### config.mk
export PLATFORM = sky130hd
export DESIGN_NAME = sram_port_arbiter_flat
export DESIGN_NICKNAME = d
export VERILOG_FILES = /design/src/rtl/sram_port_arbiter_if.sv /design/src/rtl/sram_port_arbiter.sv /design/src/flat_wrapper.sv
export SDC_FILE = /design/constraint.sdc
export NUM_CORES = 1
export LEC_CHECK = 0
export ABC_CLOCK_PERIOD_IN_PS = 3900
export BUFFER_PORTS_ARGS = -buffer_cell sky130_fd_sc_hd__buf_2
export CAP_MARGIN = 10
export CORE_AREA = 10 10 103 105
export DETAILED_ROUTE_END_ITERATION = 10
export DIE_AREA = 0 0 113 115
export HOLD_SLACK_MARGIN = 0.15
export PLACE_DENSITY_LB_ADDON = 0.05
export RECOVER_POWER = 25
export SETUP_SLACK_MARGIN = 0.05
export SYNTH_ARGS = -nofsm -noshare
export SYNTH_HDL_FRONTEND = slang
export SYNTH_SLANG_ARGS = --single-unit
### constraint.sdc
create_clock -name clk -period 3.9 [get_ports clk]
set_input_delay 1.17 -clock clk [delete_from_list [all_inputs] [get_ports clk]]
set_output_delay 1.17 -clock clk [all_outputs]
set_load 0.05 [all_outputs]
### src/rtl/sram_port_arbiter_if.sv
// Bundle of the fetch, data and memory-side SRAM-like handshake signals
// shared by the port arbiter and its surroundings.
interface sram_port_arbiter_if;
  // Fetch requester
  logic        inst_req;
  logic [31:0] inst_addr;
  logic [1:0]  inst_size;
  logic        inst_addr_ok;
  logic        inst_data_ok;
  logic [31:0] inst_rdata;

  // EXE-stage data requester
  logic        data_req;
  logic        data_wr;
  logic [1:0]  data_size;
  logic [3:0]  data_wstrb;
  logic [31:0] data_addr;
  logic [31:0] data_wdata;
  logic        data_addr_ok;
  logic        data_data_ok;
  logic [31:0] data_rdata;

  // Downstream memory port
  logic        mem_req;
  logic        mem_wr;
  logic [1:0]  mem_size;
  logic [3:0]  mem_wstrb;
  logic [31:0] mem_addr;
  logic [31:0] mem_wdata;
  logic        mem_addr_ok;
  logic        mem_data_ok;
  logic [31:0] mem_rdata;

  // Arbiter side
  modport master (
    input  inst_req, inst_addr, inst_size,
    output inst_addr_ok, inst_data_ok, inst_rdata,
    input  data_req, data_wr, data_size, data_wstrb, data_addr, data_wdata,
    output data_addr_ok, data_data_ok, data_rdata,
    output mem_req, mem_wr, mem_size, mem_wstrb, mem_addr, mem_wdata,
    input  mem_addr_ok, mem_data_ok, mem_rdata
  );

  // Requesters and memory side
  modport slave (
    output inst_req, inst_addr, inst_size,
    input  inst_addr_ok, inst_data_ok, inst_rdata,
    output data_req, data_wr, data_size, data_wstrb, data_addr, data_wdata,
    input  data_addr_ok, data_data_ok, data_rdata,
    input  mem_req, mem_wr, mem_size, mem_wstrb, mem_addr, mem_wdata,
    output mem_addr_ok, mem_data_ok, mem_rdata
  );
endinterface

### src/rtl/sram_port_arbiter.sv
// Shares one SRAM-like memory port between instruction fetch and data access.
// Data wins over fetch, a grant is held until its address is accepted, and an
// in-order tag FIFO steers each completion back to the requester that issued it.
module sram_port_arbiter #(
  parameter int unsigned DEPTH = 4
) (
  input  logic                 clk,
  input  logic                 resetn,
  sram_port_arbiter_if.master  bus,
  output logic                 busy,
  output logic                 err_orphan_ok
);

  localparam int unsigned PW = $clog2(DEPTH);
  localparam int unsigned CW = PW + 1;

  typedef enum logic [1:0] {
    GRANT_OPEN = 2'd0,
    HOLD_INST  = 2'd1,
    HOLD_DATA  = 2'd2
  } grant_e;

  grant_e          state_q, state_d;
  logic [DEPTH-1:0] tags_q;
  logic [PW-1:0]   wr_ptr_q, rd_ptr_q;
  logic [CW-1:0]   count_q, count_d;
  logic            err_q;

  logic sel_data, full, mem_req_c, accept, pop, head_data, orphan;

  // Requester selection, full detection and handshake events
  always_comb begin
    sel_data  = (state_q == GRANT_OPEN) ? bus.data_req : (state_q == HOLD_DATA);
    full      = (count_q == CW'(DEPTH));
    mem_req_c = ~full & (sel_data ? bus.data_req : bus.inst_req);
    accept    = mem_req_c & bus.mem_addr_ok;
    pop       = bus.mem_data_ok & (count_q != '0);
    orphan    = bus.mem_data_ok & (count_q == '0);
    head_data = tags_q[rd_ptr_q];
  end

  // Grant state register
  always_ff @(posedge clk or negedge resetn) begin
    if (!resetn) state_q <= GRANT_OPEN;
    else         state_q <= state_d;
  end

  // Grant next-state: lock on a stalled request, release on acceptance
  always_comb begin
    state_d = state_q;
    if (mem_req_c && !bus.mem_addr_ok) begin
      state_d = sel_data ? HOLD_DATA : HOLD_INST;
    end else if (accept) begin
      state_d = GRANT_OPEN;
    end
  end

  // Downstream request mux and upstream handshake routing
  always_comb begin
    bus.mem_req      = mem_req_c;
    bus.mem_wr       = 1'b0;
    bus.mem_size     = bus.inst_size;
    bus.mem_wstrb    = 4'h0;
    bus.mem_addr     = bus.inst_addr;
    bus.mem_wdata    = 32'h0;
    if (sel_data) begin
      bus.mem_wr    = bus.data_wr;
      bus.mem_size  = bus.data_size;
      bus.mem_wstrb = bus.data_wstrb;
      bus.mem_addr  = bus.data_addr;
      bus.mem_wdata = bus.data_wdata;
    end
    bus.inst_addr_ok = accept & ~sel_data;
    bus.data_addr_ok = accept & sel_data;
    bus.inst_data_ok = pop & ~head_data;
    bus.data_data_ok = pop & head_data;
    bus.inst_rdata   = bus.mem_rdata;
    bus.data_rdata   = bus.mem_rdata;
    busy             = (count_q != '0);
    err_orphan_ok    = err_q;
  end

  // Outstanding count update
  always_comb begin
    count_d = count_q;
    unique case ({accept, pop})
      2'b10:   count_d = count_q + CW'(1);
      2'b01:   count_d = count_q - CW'(1);
      default: count_d = count_q;
    endcase
  end

  // Tag FIFO, pointers, count and sticky orphan flag
  always_ff @(posedge clk or negedge resetn) begin
    if (!resetn) begin
      tags_q   <= '0;
      wr_ptr_q <= '0;
      rd_ptr_q <= '0;
      count_q  <= '0;
      err_q    <= 1'b0;
    end else begin
      if (accept) begin
        tags_q[wr_ptr_q] <= sel_data;
        wr_ptr_q         <= wr_ptr_q + PW'(1);
      end
      if (pop) rd_ptr_q <= rd_ptr_q + PW'(1);
      count_q <= count_d;
      if (orphan) err_q <= 1'b1;
    end
  end

endmodule

### src/flat_wrapper.sv
// flat-port wrapper written by rule: the top's interface ports become plain ports
module sram_port_arbiter_flat 
#(
  parameter int unsigned DEPTH = 4
)
  (clk, resetn, busy, err_orphan_ok, bus_inst_req, bus_inst_addr, bus_inst_size, bus_inst_addr_ok, bus_inst_data_ok, bus_inst_rdata, bus_data_req, bus_data_wr, bus_data_size, bus_data_wstrb, bus_data_addr, bus_data_wdata, bus_data_addr_ok, bus_data_data_ok, bus_data_rdata, bus_mem_req, bus_mem_wr, bus_mem_size, bus_mem_wstrb, bus_mem_addr, bus_mem_wdata, bus_mem_addr_ok, bus_mem_data_ok, bus_mem_rdata);
  sram_port_arbiter_if bus_i ();
  input  logic clk;
  input  logic resetn;
  output logic busy;
  output logic err_orphan_ok;
  input wire logic [$bits(bus_i.inst_req)-1:0] bus_inst_req;
  input wire logic [$bits(bus_i.inst_addr)-1:0] bus_inst_addr;
  input wire logic [$bits(bus_i.inst_size)-1:0] bus_inst_size;
  output wire logic [$bits(bus_i.inst_addr_ok)-1:0] bus_inst_addr_ok;
  output wire logic [$bits(bus_i.inst_data_ok)-1:0] bus_inst_data_ok;
  output wire logic [$bits(bus_i.inst_rdata)-1:0] bus_inst_rdata;
  input wire logic [$bits(bus_i.data_req)-1:0] bus_data_req;
  input wire logic [$bits(bus_i.data_wr)-1:0] bus_data_wr;
  input wire logic [$bits(bus_i.data_size)-1:0] bus_data_size;
  input wire logic [$bits(bus_i.data_wstrb)-1:0] bus_data_wstrb;
  input wire logic [$bits(bus_i.data_addr)-1:0] bus_data_addr;
  input wire logic [$bits(bus_i.data_wdata)-1:0] bus_data_wdata;
  output wire logic [$bits(bus_i.data_addr_ok)-1:0] bus_data_addr_ok;
  output wire logic [$bits(bus_i.data_data_ok)-1:0] bus_data_data_ok;
  output wire logic [$bits(bus_i.data_rdata)-1:0] bus_data_rdata;
  output wire logic [$bits(bus_i.mem_req)-1:0] bus_mem_req;
  output wire logic [$bits(bus_i.mem_wr)-1:0] bus_mem_wr;
  output wire logic [$bits(bus_i.mem_size)-1:0] bus_mem_size;
  output wire logic [$bits(bus_i.mem_wstrb)-1:0] bus_mem_wstrb;
  output wire logic [$bits(bus_i.mem_addr)-1:0] bus_mem_addr;
  output wire logic [$bits(bus_i.mem_wdata)-1:0] bus_mem_wdata;
  input wire logic [$bits(bus_i.mem_addr_ok)-1:0] bus_mem_addr_ok;
  input wire logic [$bits(bus_i.mem_data_ok)-1:0] bus_mem_data_ok;
  input wire logic [$bits(bus_i.mem_rdata)-1:0] bus_mem_rdata;
  assign bus_i.inst_req = bus_inst_req;
  assign bus_i.inst_addr = bus_inst_addr;
  assign bus_i.inst_size = bus_inst_size;
  assign bus_inst_addr_ok = bus_i.inst_addr_ok;
  assign bus_inst_data_ok = bus_i.inst_data_ok;
  assign bus_inst_rdata = bus_i.inst_rdata;
  assign bus_i.data_req = bus_data_req;
  assign bus_i.data_wr = bus_data_wr;
  assign bus_i.data_size = bus_data_size;
  assign bus_i.data_wstrb = bus_data_wstrb;
  assign bus_i.data_addr = bus_data_addr;
  assign bus_i.data_wdata = bus_data_wdata;
  assign bus_data_addr_ok = bus_i.data_addr_ok;
  assign bus_data_data_ok = bus_i.data_data_ok;
  assign bus_data_rdata = bus_i.data_rdata;
  assign bus_mem_req = bus_i.mem_req;
  assign bus_mem_wr = bus_i.mem_wr;
  assign bus_mem_size = bus_i.mem_size;
  assign bus_mem_wstrb = bus_i.mem_wstrb;
  assign bus_mem_addr = bus_i.mem_addr;
  assign bus_mem_wdata = bus_i.mem_wdata;
  assign bus_i.mem_addr_ok = bus_mem_addr_ok;
  assign bus_i.mem_data_ok = bus_mem_data_ok;
  assign bus_i.mem_rdata = bus_mem_rdata;
  sram_port_arbiter #(.DEPTH(DEPTH)) u_core (.clk(clk), .resetn(resetn), .bus(bus_i), .busy(busy), .err_orphan_ok(err_orphan_ok));
endmodule
==> flow_summary.yaml, run 1 <==
setup_path:
  crit_required_ns: 2.73
  worstSetupEndpointType: "output port"
  startpoint_type: "input pin"
  worstPathCellList: "clkbuf_1 > o21ba_1 > buf_12 > and3_2 > buf_2"
  arrival_ns: 2.32
  slowest_delay_ns: 0.25
  critPathMaxFanout: 46
  crit_slowest_cell: "buf_2"
  crit_type: "in2out"
route:
  vias: 2120
  avgViaCountPerCell: 4.125
  wl_per_cell_um: 16.78
  drtIter0Drc: 76
  drc: 0
  firstDrtPassIters: 4
  drt_wl_total_um: 8625
  ant_nets: 0
clock_tree:
  clk_pin_slew_ns: 0.06
  postCtsResizedCells: 0
  clockBufferDepth: 2
  hold_buffers: 0
  clock_latency_ns: 0.25
  root_buffer: "clkbuf_8"
  cts_tree: "built"
  cts_setup_buffers: 0
  cts_buffers: 3
  htreeDepth: 1
  cts_sinks: 14
layout:
  multi_input_area_um2: 1035
  layout-drive-gt1-share_pct: 49.51
  nets: 556
  layout_common_cells: "buf_2, nand2_1, and2_1"
  syn_to_final_growth_pct: 35.20
  final-seq-area_um2: 350.3
  layout_commonest_cell: "buf_2"
  diodes: 0
  stdcell_area_um2: 2634
  nFillCells: 949
sta:
  slew_headroom_pct: 45.14
  timing.final.crit_period_ns: 3.489
  hold_ws_ns: 0.4720
  post-route-period-util_pct: 89.45
  worstMarginPinSlew_ns: 0.8230
  grt_setup_unrepaired: "false"
  fin_tns_setup_ns: 0
  clock.fmax_mhz: 286.6
  setup-violations-final: 0
  finalHoldViolations: 0
  drv_slew: 0
  fin_ws_ns: 0.4114
  fin_skew_ns: 0.003318
placed_design:
  placed_area_um2: 2584
  post-place-ws_ns: 0.5330
  gp_congestion: 0.7400
  hpwlAfterDp_um: 7532
  port_buffers: 188
synthesis:
  syn_avg_cell_area_um2: 6.764
  yosysUniqueCellTypes: 31
  syn_nets: 437
  synthCells: 288
  synth_area_um2: 1948
  ys_seq_area_share_pct: 17.98
  ys_ff_latch: 14
  synth_warnings: 0
pwr:
  power_density_nw_per_um2: 920.7
  ir_worst_vdd_mv: 0.3915
  finalPower_mw: 2.425
  power_leakage_nw: 1.612
die:
  io_pins: 285
  core_um2: 8551
  die_w_um: 113
  dieHeight_um: 115
  initial_core_util_pct: 22.78
  rows: 34
  dieArea_um2: 13000
global_routing:
  track_usage_pct: 11.80
  grt_max_degree: 47
  globalRouteOverflowTotal: 0
  antenna_found_initial: 1
  grt_pass1_vias: 2222
  grt_first_pass_wirelength_um: 12340
hold_path:
  hp-class: "reg2reg"
flow_run:
  maxCapViolCount: 0
status:
  status: "complete, no violations"
worst paths after layout:
kind	start	to	slack [ns]	cells past startpoint
max in group asynchronous	resetn	u_core.wr_ptr_q[1]$_DFFE_PN0P_	2.40	1
hold reg to reg	u_core.err_orphan_ok$_DFFE_PN0P_	u_core.err_orphan_ok$_DFFE_PN0P_	0.47	1
setup / recovery	bus_data_req	bus_data_addr_ok	0.41	5
min in group asynchronous	resetn	u_core.count_q[1]$_DFFE_PN0P_	0.99	1
hold / removal	u_core.err_orphan_ok$_DFFE_PN0P_	u_core.err_orphan_ok$_DFFE_PN0P_	0.47	1
setup reg to reg	u_core.count_q[1]$_DFFE_PN0P_	u_core.count_q[2]$_DFFE_PN0P_	1.75	10
flip-flops by register name (all words and copies together) (netlist names):
register	flops
u_core.state_q	2
u_core.tags_q	4
u_core.rd_ptr_q	2
u_core.err_orphan_ok	1
u_core.count_q	3
u_core.wr_ptr_q	2
cells by family after synthesis:
family                     count (synthesis)  synth area share, %
AOI/OAI and AO/OA                         12                5.459
xor gates and xnor gates                   6                2.697
adders and majority gates                  6                4.239
buffers and inverters                     85                28.90
DFF                                       14                17.98
muxes                                      4                2.826
and+or+nand+nor                          161                37.89
through the flow:
stage | std cells | utilization, %
floorplan | 288 | -
global placement | 510 | 30.22
detailed placement | 510 | 30.22
CTS | 514 | 30.86
global route | 514 | 30.80
finish | 514 | 30.80
report_power, final:
part	internal (mW)	leakage (nW)	total [mW]	switching (mW)
Combinational	0.558	1.42	2.00	1.44
Sequential	0.221	0.164	0.280	0.0592
Clock	0.0895	0.0288	0.145	0.0554
per-layer routing:
| layer | wire, um | part of all wire (%) | track usage (%) |
|---|---|---|---|
| met1 | 2677 | 31 | 10.01 |
| met3 | 1376 | 16 | 7.552 |
| met4 | 140 | 1.6 | 3.384 |
| met5 | 13 | 0.15 | 0 |
| met2 | 4417 | 51 | 22.24 |
cells in the mapped netlist, drive strengths merged:
| master | number | share of area, % |
|---|---|---|
| nand2b | 1 | 0.32 |
| clkbuf | 10 | 1.9 |
| dfrtp | 14 | 18 |
| and3 | 3 | 1.1 |
| mux2 | 2 | 1.2 |
| xor2 | 2 | 0.90 |
| nand2 | 106 | 20 |
| o21ba | 1 | 0.51 |
| fa | 1 | 1.0 |
| nand4 | 4 | 1.3 |
| nor2b | 1 | 0.32 |
| a32o | 4 | 2.1 |
| or3b | 1 | 0.58 |
| buf | 67 | 25 |
| o21bai | 2 | 0.96 |
| mux4 | 1 | 1.2 |
| a21oi | 1 | 0.26 |
| or3 | 1 | 0.39 |
| inv | 8 | 1.5 |
| o31ai | 1 | 0.39 |
| xnor2 | 4 | 1.8 |
| ha | 5 | 3.2 |
| o21a | 1 | 0.77 |
| and2 | 38 | 12 |
| o21ai | 2 | 0.51 |
| nor2 | 6 | 1.2 |
| mux2i | 1 | 0.51 |
critical path, delay by kind of cell:
| family | cells | cell delay [ns] |
|---|---|---|
| buffers and inverters | 3 | 0.70 |
| AOI/OAI and AO/OA | 1 | 0.24 |
| and+or+nand+nor | 1 | 0.20 |
final cells by class:
class / instances / area share, %
flip-flops and latches: 14 / 13.30
well taps: 108 / 5.131
repair buffers: 191 / 39.05
clock buffers: 4 / 2.090
multi-input cells: 189 / 39.29
inverters: 8 / 1.140
No activity file was read; power rests on OpenSTA's default activity.
==> inputs of run 2 (changes only) <==
--- a/config.mk
+++ b/config.mk
@@ -8,9 +8,9 @@
 export ABC_CLOCK_PERIOD_IN_PS = 3900
 export BUFFER_PORTS_ARGS = -buffer_cell sky130_fd_sc_hd__buf_2
 export CAP_MARGIN = 10
-export CORE_AREA = 10 10 103 105
+export CORE_AREA = 3 3 111 113
 export DETAILED_ROUTE_END_ITERATION = 10
-export DIE_AREA = 0 0 113 115
+export DIE_AREA = 0 0 114 116
 export HOLD_SLACK_MARGIN = 0.15
 export PLACE_DENSITY_LB_ADDON = 0.05
 export RECOVER_POWER = 25
==> flow_summary.yaml, run 2 (synthesis results as in run 1) <==
status:
  status: "complete, no violations"
die:
  io_pins: 285
  die_w_um: 114
  initial_core_util_pct: 17.06
  dieHeight_um: 116
  dieArea_um2: 13220
  core_um2: 11420
  rows: 39
placed_design:
  gp_congestion: 0.7247
  hpwlAfterDp_um: 6226
  port_buffers: 188
sta:
  timing.final.crit_period_ns: 3.495
  drv_slew: 0
  hold_ws_ns: 0.4781
  grt_setup_unrepaired: "false"
  slew_headroom_pct: 44.38
  worstMarginPinSlew_ns: 0.8344
  fin_tns_setup_ns: 0
  finalHoldViolations: 0
  fin_skew_ns: 0.003016
  post-route-period-util_pct: 89.61
  setup-violations-final: 0
  clock.fmax_mhz: 286.1
clock_tree:
  clockBufferDepth: 2
  clk_pin_slew_ns: 0.05
  postCtsResizedCells: 0
  cts_tree: "built"
  root_buffer: "clkbuf_16"
  cts_buffers: 3
  htreeDepth: 1
  clock_latency_ns: 0.24
  cts_sinks: 14
  hold_buffers: 0
  cts_setup_buffers: 0
global_routing:
  grt_first_pass_wirelength_um: 10010
  grt_max_degree: 41
  globalRouteOverflowTotal: 0
  grt_pass1_vias: 2035
  track_usage_pct: 9.603
  antenna_found_initial: 1
setup_path:
  slowest_delay_ns: 0.28
  reg2regPathDepth: 10
  path_delay_family: "buffers and inverters"
  arrival_ns: 2.32
  startpoint_type: "input pin"
  rrSetupSlack_ns: 1.79
  crit_required_ns: 2.73
  critPathBufInv: 3
  r2r-start: "u_core.count_q[0]$_DFFE_PN0P_"
  crit_type: "in2out"
  worstPathCellList: "clkbuf_1 > o21ba_1 > buf_4 > and3_2 > buf_2"
  crit_slowest_cell: "o21ba_1"
  worstSetupEndpointType: "output port"
  r2r-end: "u_core.count_q[2]$_DFFE_PN0P_"
  critPathMaxFanout: 10
layout:
  layout_commonest_cell: "buf_2"
  largest_reg_flops: 4
  layout-drive-gt1-share_pct: 49.63
  top_regs: "u_core.tags_q x4, u_core.count_q x3"
  diodes: 0
  layout_common_cells: "buf_2, nand2_1, and2_1"
  syn_to_final_growth_pct: 38.02
  final_util_pct: 23.55
  regMostFlops: "u_core.tags_q"
  nets: 557
route:
  vias: 2136
  firstDrtPassIters: 4
  ant_nets: 0
  drtIter0Drc: 86
  avgViaCountPerCell: 3.884
  drc: 0
  wl_per_cell_um: 13.20
  drt_wl_total_um: 7259
hold_path:
  worstHoldPathCells: 1
  worstHoldStart: "u_core.err_orphan_ok$_DFFE_PN0P_"
  min_to: "u_core.err_orphan_ok$_DFFE_PN0P_"
  hp-class: "reg2reg"
pwr:
  power_density_nw_per_um2: 916.8
  ir_worst_vdd_mv: 0.2756
  power_leakage_nw: 1.624
flow_run:
  maxCapViolCount: 0
run 2: how the worst max path moves through the flow:
| stage | startpoint | depth (start not counted) | endpoint |
|---|---|---|---|
| 6_report | bus_data_req | 5 | bus_data_addr_ok |
| 3_5_place_dp | bus_data_req | 6 | bus_mem_addr[19] |
| 3_3_place_gp | bus_data_req | 6 | bus_mem_addr[2] |
| 5_1_grt | bus_data_req | 5 | bus_mem_wdata[1] |
| 2_1_floorplan | bus_data_req | 4 | bus_mem_req |
| 4_1_cts | bus_data_req | 6 | bus_mem_addr[19] |
run 2: area by class of cell:
class / count / area (um^2)
tap: 143 / 178.9
multi-input combinational: 189 / 1035
inverter: 8 / 30.03
sequential: 14 / 350.3
timing repair buffer: 192 / 1006
fill: 1310 / 8730
clock buffer: 4 / 88.84
run 2: metal layers:
metal / GRT usage [%] / vias to the layer above / routed length, um
li1: - / 1067 / -
met1: 9.386 / 881 / 2379
met2: 18.70 / 158 / 3812
met3: 3.029 / 28 / 846
met4: 3.721 / 2 / 209
met5: 0 / - / 11
run 2: where the power goes:
| group | internal [mW] | switching, mW | leakage (nW) |
|---|---|---|---|
| logic | 0.547 | 1.42 | 1.42 |
| registers | 0.221 | 0.0582 | 0.164 |
| clock network | 0.156 | 0.0627 | 0.0442 |
| total | 0.924 | 1.54 | 1.62 |
run 2: through the flow:
step                std cells  setup WS (ns)  total power, mW  area [um^2]
CTS                       550         0.5237            2.517         2694
floorplan                 288         0.5090            1.952         1948
global placement          546         0.5160            2.305         2605
detailed placement        546         0.5257            2.288         2605
global route              550         0.2720            2.647         2689
finish                    550         0.4051            2.465         2689
